<file path="config.mk">
export PLATFORM = sky130hd
export DESIGN_NAME = logic_cmd_server
export DESIGN_NICKNAME = d
export VERILOG_FILES = /design/src/rtl/logic_pkg.sv /design/src/rtl/logic_rsp_fifo.sv /design/src/rtl/logic_top.sv /design/src/rtl/logic_cmd_server.sv
export SDC_FILE = /design/constraint.sdc
export NUM_CORES = 1
export LEC_CHECK = 0
export ABC_AREA = 1
export CORE_UTILIZATION = 50
export CTS_CLUSTER_DIAMETER = 100
export DETAILED_ROUTE_END_ITERATION = 6
export GPL_TIMING_DRIVEN = 0
export PLACE_DENSITY = 0.68
export RECOVER_POWER = 50
export SETUP_SLACK_MARGIN = 0.4
export SKIP_CTS_REPAIR_TIMING = 1
export SYNTH_ARGS = -nofsm -noshare
export SYNTH_HDL_FRONTEND = slang
export SYNTH_HIERARCHICAL = 1
export SYNTH_SLANG_ARGS = --single-unit
export TNS_END_PERCENT = 50
</file>
<file path="constraint.sdc">
create_clock -name clk -period 2.6 [get_ports clk]
set_clock_uncertainty 0.1 [all_clocks]
set_input_delay 0.52 -clock clk [delete_from_list [all_inputs] [get_ports clk]]
set_output_delay 0.52 -clock clk [all_outputs]
set_load 0.01 [all_outputs]
</file>
<file path="src/rtl/logic_pkg.sv">
// Shared widths and response-entry layout for the logic unit command server.
// The opcode encodings belong to logic_top.
package logic_pkg;

    localparam int LOGIC_WIDTH = 16;
    localparam int LOGIC_SEL_W = 3;
    localparam int LOGIC_TAG_W = 4;
    localparam int RSP_W       = LOGIC_WIDTH + LOGIC_SEL_W + LOGIC_TAG_W + 1;

    typedef struct packed {
        logic [LOGIC_WIDTH-1:0] result;
        logic [LOGIC_SEL_W-1:0] sel;
        logic [LOGIC_TAG_W-1:0] tag;
        logic                   zero;
    } rsp_entry_t;

endpackage

</file>
<file path="src/rtl/logic_rsp_fifo.sv">
// First-word-fall-through response FIFO with flush; read data reads zero when empty.
module logic_rsp_fifo #(
    parameter int W     = 8,
    parameter int DEPTH = 4
) (
    input  logic                       clk,
    input  logic                       rst,
    input  logic                       flush,
    input  logic                       push,
    input  logic [W-1:0]               wdata,
    input  logic                       pop,
    output logic [W-1:0]               rdata,
    output logic                       full,
    output logic                       empty,
    output logic [$clog2(DEPTH):0]     count
);

    localparam int AW = $clog2(DEPTH);
    localparam int CW = AW + 1;
    localparam logic [CW-1:0] DEPTH_V = CW'(DEPTH);

    logic [W-1:0]  mem [DEPTH];
    logic [AW-1:0] wr_ptr;
    logic [AW-1:0] rd_ptr;
    logic          do_pop;

    // The writer never pushes into a full FIFO unless it pops in the same cycle
    assign do_pop = pop && (count != {CW{1'b0}});
    assign empty  = (count == {CW{1'b0}});
    assign full   = (count == DEPTH_V);
    assign rdata  = empty ? {W{1'b0}} : mem[rd_ptr];

    // Storage array; contents are don't-care outside the valid window
    always_ff @(posedge clk) begin
        if (push) begin
            mem[wr_ptr] <= wdata;
        end
    end

    // Pointer and occupancy bookkeeping
    always_ff @(posedge clk) begin
        if (rst || flush) begin
            wr_ptr <= {AW{1'b0}};
            rd_ptr <= {AW{1'b0}};
            count  <= {CW{1'b0}};
        end else begin
            if (push) begin
                wr_ptr <= wr_ptr + AW'(1);
            end
            if (do_pop) begin
                rd_ptr <= rd_ptr + AW'(1);
            end
            if (push && !do_pop) begin
                count <= count + CW'(1);
            end else if (!push && do_pop) begin
                count <= count - CW'(1);
            end else begin
                count <= count;
            end
        end
    end

endmodule

</file>
<file path="src/rtl/logic_top.sv">
// 16-bit bitwise logic unit: purely combinational, opcode selects the operation.
module logic_top #(
    parameter int WIDTH = 16
) (
    input  logic [WIDTH-1:0] in0,
    input  logic [WIDTH-1:0] in1,
    input  logic [2:0]       sel,
    output logic [WIDTH-1:0] result
);

    // Opcode decode: AND, OR, XOR, NAND, NOR, XNOR, NOT in0, pass in0
    always_comb begin
        result = {WIDTH{1'b0}};
        case (sel)
            3'd0:    result = in0 & in1;
            3'd1:    result = in0 | in1;
            3'd2:    result = in0 ^ in1;
            3'd3:    result = ~(in0 & in1);
            3'd4:    result = ~(in0 | in1);
            3'd5:    result = ~(in0 ^ in1);
            3'd6:    result = ~in0;
            3'd7:    result = in0;
            default: result = in0;
        endcase
    end

endmodule

</file>
<file path="src/rtl/logic_cmd_server.sv">
// Valid/ready command server around logic_top: one register stage feeding a
// response FIFO, with tag/opcode echo, zero flag, flush and a response counter.
module logic_cmd_server
    import logic_pkg::*;
#(
    parameter int WIDTH      = LOGIC_WIDTH,
    parameter int SEL_W      = LOGIC_SEL_W,
    parameter int TAG_W      = LOGIC_TAG_W,
    parameter int FIFO_DEPTH = 4
) (
    input  logic             clk,
    input  logic             rst,
    input  logic             cmd_valid,
    output logic             cmd_ready,
    input  logic [WIDTH-1:0] cmd_in0,
    input  logic [WIDTH-1:0] cmd_in1,
    input  logic [SEL_W-1:0] cmd_sel,
    input  logic [TAG_W-1:0] cmd_tag,
    output logic             rsp_valid,
    input  logic             rsp_ready,
    output logic [WIDTH-1:0] rsp_result,
    output logic [SEL_W-1:0] rsp_sel,
    output logic [TAG_W-1:0] rsp_tag,
    output logic             rsp_zero,
    input  logic             flush,
    output logic             busy,
    output logic [15:0]      op_count
);

    localparam int ENTRY_W = WIDTH + SEL_W + TAG_W + 1;
    localparam int CNT_W   = $clog2(FIFO_DEPTH) + 1;
    localparam logic [CNT_W:0] DEPTH_LIM = (CNT_W + 1)'(FIFO_DEPTH);

    logic               s1_valid;
    logic [WIDTH-1:0]   s1_in0;
    logic [WIDTH-1:0]   s1_in1;
    logic [SEL_W-1:0]   s1_sel;
    logic [TAG_W-1:0]   s1_tag;
    logic [WIDTH-1:0]   s1_result;
    logic               s1_zero;
    logic [ENTRY_W-1:0] push_entry;
    logic [ENTRY_W-1:0] head_entry;
    logic               fifo_full;
    logic               fifo_empty;
    logic [CNT_W-1:0]   fifo_count;
    logic [CNT_W:0]     occupancy;
    logic               cmd_hs;
    logic               rsp_hs;
    logic               push;
    logic               pop;

    logic_top #(.WIDTH(WIDTH)) u_logic (
        .in0    (s1_in0),
        .in1    (s1_in1),
        .sel    (s1_sel),
        .result (s1_result)
    );

    // Admission counts the entry still sitting in S1, so S1 never has to stall
    assign occupancy = {1'b0, fifo_count} + {{CNT_W{1'b0}}, s1_valid};
    assign cmd_ready = !rst && !flush && (occupancy < DEPTH_LIM);
    assign cmd_hs    = cmd_valid && cmd_ready;

    assign s1_zero    = (s1_result == {WIDTH{1'b0}});
    assign push_entry = {s1_result, s1_sel, s1_tag, s1_zero};
    assign push       = s1_valid && !flush && (!fifo_full || rsp_ready);
    assign pop        = rsp_ready && !flush;
    assign rsp_hs     = rsp_ready && !fifo_empty && !flush;

    logic_rsp_fifo #(.W(ENTRY_W), .DEPTH(FIFO_DEPTH)) u_fifo (
        .clk   (clk),
        .rst   (rst),
        .flush (flush),
        .push  (push),
        .wdata (push_entry),
        .pop   (pop),
        .rdata (head_entry),
        .full  (fifo_full),
        .empty (fifo_empty),
        .count (fifo_count)
    );

    assign rsp_valid  = !fifo_empty;
    assign rsp_result = head_entry[ENTRY_W-1 -: WIDTH];
    assign rsp_sel    = head_entry[TAG_W+1 +: SEL_W];
    assign rsp_tag    = head_entry[1 +: TAG_W];
    assign rsp_zero   = head_entry[0];
    assign busy       = s1_valid || !fifo_empty;

    // Stage S1: capture the accepted command
    always_ff @(posedge clk) begin
        if (rst) begin
            s1_valid <= 1'b0;
            s1_in0   <= {WIDTH{1'b0}};
            s1_in1   <= {WIDTH{1'b0}};
            s1_sel   <= {SEL_W{1'b0}};
            s1_tag   <= {TAG_W{1'b0}};
        end else if (flush) begin
            s1_valid <= 1'b0;
        end else if (cmd_hs) begin
            s1_valid <= 1'b1;
            s1_in0   <= cmd_in0;
            s1_in1   <= cmd_in1;
            s1_sel   <= cmd_sel;
            s1_tag   <= cmd_tag;
        end else begin
            s1_valid <= 1'b0;
        end
    end

    // Completed-response counter; flush leaves it alone
    always_ff @(posedge clk) begin
        if (rst) begin
            op_count <= 16'h0000;
        end else if (rsp_hs) begin
            op_count <= op_count + 16'h0001;
        end else begin
            op_count <= op_count;
        end
    end

endmodule

</file>
==> impl_metrics.env, run 1 <==
export IMPL_status="finished clean"
export IMPL_fin_crit_ns=2.38
export IMPL_dp_hpwl_um=13600
export IMPL_relSlewSlack_pct=58.2
export IMPL_slowest_stage="dlygate4sd3_1"
export IMPL_num_vias=7125
export IMPL_track_usage_pct=23.9
export IMPL_cts_tree="built"
export IMPL_antenna_found_initial=0
export IMPL_crit_required_ns=1.98
export IMPL_coreArea_um2=16500
export IMPL_grt_pass1_wl_um=32300
export IMPL_synth_distinct_cells=32
export IMPL_crit_arrival_ns=1.76
export IMPL_die_area_um2=17400
export IMPL_die_h_um=132
export IMPL_hold_viol=0
export IMPL_crit_path_max_fanout=10
export IMPL_cts_root_buf="clkbuf_16"
export IMPL_yosys_warnings=6
export IMPL_finalWirelength_um=21100
export IMPL_hold_depth=2
export IMPL_drc=0
export IMPL_pre_cts_slack_ns=-0.582
export IMPL_cts_sinks=161
export IMPL_vdd_drop_max_v=0.000378
export IMPL_ys_seq_area_share_pct=49.5
export IMPL_crit_path_cell_trace="dlygate4sd3_1, buf_6, nor2_1, inv_2, nor3b_1, dlymetal6s2s_1"
export IMPL_grt_ovfl_total=0
export IMPL_power_frac_comb_pct=7.7
export IMPL_drt_antenna_violating_nets=0
export IMPL_numCtsBuffers=17
export IMPL_synth_largest_area_cell="edfxtp_1"
export IMPL_final_cell_mix="nand2_1 (313), nor2_1 (129), inv_1 (103)"
export IMPL_wl_per_cell_um=15.2
export IMPL_crit_type="input port to output pin"
export IMPL_yosys_register_bits=161
export IMPL_die_x_um=132
export IMPL_sw_frac_of_total_pct=22.4
export IMPL_netlist_area_um2=8460
export IMPL_cts_path_max_buffers=2
export IMPL_stdcell_area_um2=10600
export IMPL_grt_pass1_vias=6341
export IMPL_grt_max_degree=25
export IMPL_drtIter0Drc=582
export IMPL_leakagePower_nw=4.43
export IMPL_worstMarginPinSlew_ns=0.626
export IMPL_synth_cells=1043
export IMPL_setup_ws_ns=0.218
export IMPL_reg2reg_depth=10
export IMPL_seq_power_share_pct=48.2
export IMPL_internal_power_w=0.00445
export IMPL_hold_class="register to register"
export IMPL_setup_violations=0
export IMPL_rows=47
export IMPL_fillers=1408
export IMPL_firstDrtPassIters=7
export IMPL_synth_top_area_share_pct=34.1
export IMPL_switching_power_w=0.00128
export IMPL_place_congestion=0.829
export IMPL_pwr_share_clk_pct=44.1
export IMPL_setup_worst_path_end_class="output pin"
export IMPL_syn_avg_cell_area_um2=8.11
export IMPL_area_delta_synth_final_pct=24.9
export IMPL_placed_cell_area_um2=9590
export IMPL_insertion_delay_ns=0.42
export IMPL_num_io_pins=87
export IMPL_cp_start_kind="input port"
export IMPL_synth_fp_nets=1126
export IMPL_portBuffers=86
export IMPL_maxCapViolations=0
export IMPL_async_flop_share_pct=0
export IMPL_clkTransAtPathRegs_ns=0.06
export IMPL_ys_flop_type="edfxtp_1"
export IMPL_synthTopCellsByArea="edfxtp_1 (34%), dfxtp_1 (15%), nand2_1 (15%)"
export IMPL_drive_gt1_share_pct=14.8
export IMPL_via_per_inst=5.11
export IMPL_antennaDiodeCount=0
export IMPL_final_common_cell="nand2_1"
export IMPL_cp_slowest_stage_delay_ns=0.57
export IMPL_fmax_mhz=420
export IMPL_nets=1243
export IMPL_start_util_pct=51.2
export IMPL_drv_slew=0
export IMPL_fin_crit_sh_pct=91.6
export IMPL_rsz0062_at_grt="true"
export IMPL_p_per_area_nw_per_um2=542
export IMPL_synth_edff_count=96
export IMPL_htree_num_levels=4
-- state kept, by name, summed over array words and instances (netlist names), named ones only --
register and cells:
u_fifo/rd_ptr 2, s1_in1 16, u_fifo/count 3, s1_tag 4, op_count 16, u_fifo/mem 96
s1_valid 1, s1_sel 3, s1_in0 16, u_fifo/wr_ptr 2
-- through the flow --
step | hold slack [ns] | std cells | util, % | TNS (ns) | total power, W
after floorplan | 0.348 | 1043 | - | 0 | 0.00304
after global placement | 0.364 | 1349 | 58.1 | -53.83 | 0.00322
after global routing | 0.418 | 1393 | 64.0 | 0 | 0.00593
final | 0.383 | 1393 | 64.0 | 0 | 0.00573
after CTS | 0.384 | 1381 | 61.7 | -17.00 | 0.00573
after detailed placement | 0.374 | 1349 | 58.1 | -54.56 | 0.00322
-- final timing paths --
kind	startpoint	slack, ns	to
hold reg to reg	op_count[7]$_SDFFE_PP0P_	0.38	op_count[7]$_SDFFE_PP0P_
setup reg to reg	s1_sel[0]$_SDFFE_PP0P_	0.26	u_fifo/mem[2][0]$_DFFE_PP_
hold / removal	op_count[7]$_SDFFE_PP0P_	0.38	op_count[7]$_SDFFE_PP0P_
setup / recovery	rst	0.22	cmd_ready
-- critical path: cells and delay by family --
family / cells / cell delay (ns)
and+or+nand+nor: 2 / 0.28
buffers and inverters: 4 / 0.97
-- area by class of cell --
class,instances,area [µm²],share of cell area (%)
sequential,161,4200,39.7
multi-input combinational,718,3680,34.8
timing repair buffer,96,912,8.63
clock buffer,22,485,4.59
inverter,113,453,4.29
buffer,51,429,4.06
tap,220,275,2.60
clock inverter,10,123,1.16
timing repair inverter,2,15.0,0.142
-- cells by family after synthesis --
logic type	share of synthesized area, %
AOI/OAI and AO/OA	6.24
xor gates and xnor gates	0.311
adders and majority gates	5.86
buffers and inverters	9.04
DFF	49.5
and+or+nand+nor	29.1
-- cell usage after synthesis, drive strengths merged (2+ instances only) --
cell type and count:
nor2 136, dfxtp 65, xor2 3, o21ai 30
buf 42, nor4 4, nand3b 16, a21oi 74
inv 112, ha 38, nor3 3, edfxtp 96
nor3b 2, nand4 40, nand3 41, clkbuf 9
nand2 328
-- routing by layer --
layer	GRT usage (%)	up-vias	share of wire, %
li1	-	3613	-
met1	32.5	3275	45
met2	38.8	213	48
met3	3.96	24	5.3
met4	7.82	0	1.4
met5	0	-	0
-- power by group through the flow --
stage               sequential [W]  combinational (W)  clock (W)
finish                     0.00276           0.000444    0.00253
global route               0.00276           0.000486    0.00268
CTS                        0.00276           0.000409    0.00256
detailed placement         0.00282           0.000407          0
global placement           0.00282           0.000401          0
floorplan                  0.00281           0.000232          0
(Power assumes the default switching activity.)
==> run 2, diff against run 1 <==
Settings changed: SKIP_CTS_REPAIR_TIMING 1 to default.
==> impl_metrics.env, run 2 (synthesis gave the netlist of run 1 again) <==
export IMPL_met1_length_um=9750
export IMPL_critPathBufInv=3
export IMPL_drive_gt1_share_pct=16.7
export IMPL_cp_slowest_stage_delay_ns=0.48
export IMPL_firstDrtPassIters=7
export IMPL_cp_start_kind="register"
export IMPL_drt_antenna_violating_nets=0
export IMPL_rsz0062_at_grt="true"
export IMPL_hold_viol=0
export IMPL_track_usage_pct=24.7
export IMPL_fmax_mhz=420
export IMPL_path_depth=10
export IMPL_fillers=1355
export IMPL_htree_num_levels=4
export IMPL_largest_register_ffs=96
export IMPL_setup_ws_ns=0.217
export IMPL_final_common_cell="nand2_1"
export IMPL_wl_met3_um=1160
export IMPL_pre_cts_slack_ns=-0.582
export IMPL_drc=0
export IMPL_cts_root_buf="clkbuf_16"
export IMPL_via_per_inst=5.15
export IMPL_dp_hpwl_um=13600
export IMPL_antennaDiodeCount=0
export IMPL_finalSetupTns_ns=0
export IMPL_setup_worst_path_end_class="register"
export IMPL_die_area_um2=17400
export IMPL_hold_class="register to register"
export IMPL_cts_tree="built"
export IMPL_crit_path_max_fanout=10
export IMPL_maxUsedRoutingLayer="met4"
export IMPL_antenna_found_initial=0
export IMPL_grt_max_degree=25
export IMPL_crit_required_ns=2.77
export IMPL_start_util_pct=51.2
export IMPL_die_h_um=132
export IMPL_drv_slew=0
export IMPL_largest_register="u_fifo/mem"
export IMPL_area_delta_synth_final_pct=28.0
export IMPL_portBuffers=86
export IMPL_hold_depth=2
export IMPL_reg2reg_depth=10
export IMPL_cts_hold_buf=0
export IMPL_ff_latch_area_um2=4200
export IMPL_drtIter0Drc=776
export IMPL_coreArea_um2=16500
export IMPL_cts_path_max_buffers=2
export IMPL_cts_sinks=161
export IMPL_fin_crit_ns=2.38
export IMPL_grt_pass1_vias=6533
export IMPL_fin_crit_sh_pct=91.7
export IMPL_crit_arrival_ns=2.55
export IMPL_crit_type="register to register"
export IMPL_nets=1269
export IMPL_hold_slack_ns=0.381
export IMPL_clkTransAtPathRegs_ns=0.06
export IMPL_grt_ovfl_total=0
export IMPL_die_x_um=132
export IMPL_final_cell_mix="nand2_1 (312), nor2_1 (128), inv_1 (103)"
export IMPL_grt_pass1_wl_um=33400
export IMPL_finalWirelength_um=21800
export IMPL_insertion_delay_ns=0.42
export IMPL_worstMarginPinSlew_ns=0.645
export IMPL_wl_per_cell_um=15.4
export IMPL_numCtsBuffers=17
export IMPL_relSlewSlack_pct=57.0
export IMPL_setup_violations=0
export IMPL_critPathMostFrequentCell="nand2_1"
export IMPL_maxCapViolations=0
export IMPL_p_per_area_nw_per_um2=532
export IMPL_leakagePower_nw=4.54
export IMPL_num_vias=7302
export IMPL_status="finished clean"
export IMPL_p_total_w=0.00576
export IMPL_slowest_stage="dfxtp_1"
export IMPL_vdd_drop_max_v=0.000382
export IMPL_crit_path_cell_trace="buf_6, inv_2, clkbuf_1, nand4_1, nand2_1, nor2_1, nand3_1, nor4_2, nand2_1, nor2_4"
export IMPL_rows=47
export IMPL_multiInputGateArea_um2=3690
export IMPL_num_io_pins=87
export IMPL_place_congestion=0.829
export IMPL_wl_met2_um=10700
export IMPL_crit_family="simple AND/OR/NAND/NOR gates"
run 2: layer usage:
| metal | up-vias | GRT usage (%) |
|---|---|---|
| met1 | 3368 | 33.2 |
| li1 | 3672 | - |
| met4 | 0 | 7.75 |
| met2 | 244 | 41.0 |
| met3 | 18 | 4.00 |
| met5 | - | 0 |
run 2: worst min-delay path, delay by kind of cell (launching register included):
| kind | cells | cell delay, ns |
|---|---|---|
| buffers and inverters | 1 | 0.06 |
| AOI/OAI and AO/OA | 1 | 0.05 |
| DFF | 1 | 0.33 |
run 2: final timing paths:
path,startpoint,endpoint,slack [ns]
worst max-delay path,s1_sel[0]$_SDFFE_PP0P_,u_fifo/mem[2][0]$_DFFE_PP_,0.22
worst min-delay path,op_count[7]$_SDFFE_PP0P_,op_count[7]$_SDFFE_PP0P_,0.38
worst max register to register,s1_sel[0]$_SDFFE_PP0P_,u_fifo/mem[2][0]$_DFFE_PP_,0.22
worst min register to register,op_count[7]$_SDFFE_PP0P_,op_count[7]$_SDFFE_PP0P_,0.38
run 2: power breakdown:
group          switching (W)  internal [W]
logic               0.000264      0.000201
clock network        0.00100       0.00153
registers          0.0000310       0.00273
run 2: area by class of cell:
type | instances | share of cell area [%]
flip-flops and latches | 161 | 38.8
multi-input cells | 718 | 34.1
repair buffers | 123 | 10.7
clock buffers | 22 | 4.49
inverters | 113 | 4.12
plain buffers | 51 | 4.06
well taps | 220 | 2.54
clock inverters | 10 | 1.13
repair inverters | 1 | 0.0694
run 2: what timing repair did:
item,4_1_cts,5_1_grt
endpoints found under the setup margin,129,129
buffers inserted,12,20
cloned,4,2
endpoints found under the hold margin,0,0
pin swaps,15,31
gates resized for setup,174,89
run 2: per-stage QoR:
| stage | cell area, µm² | utilization [%] | cells |
|---|---|---|---|
| finish | 10800 | 65.5 | 1419 |
| global route | 10800 | 65.5 | 1419 |
| CTS | 10500 | 63.7 | 1397 |
| detailed placement | 9590 | 58.1 | 1349 |
| global placement | 9590 | 58.1 | 1349 |
| floorplan | 8460 | - | 1043 |
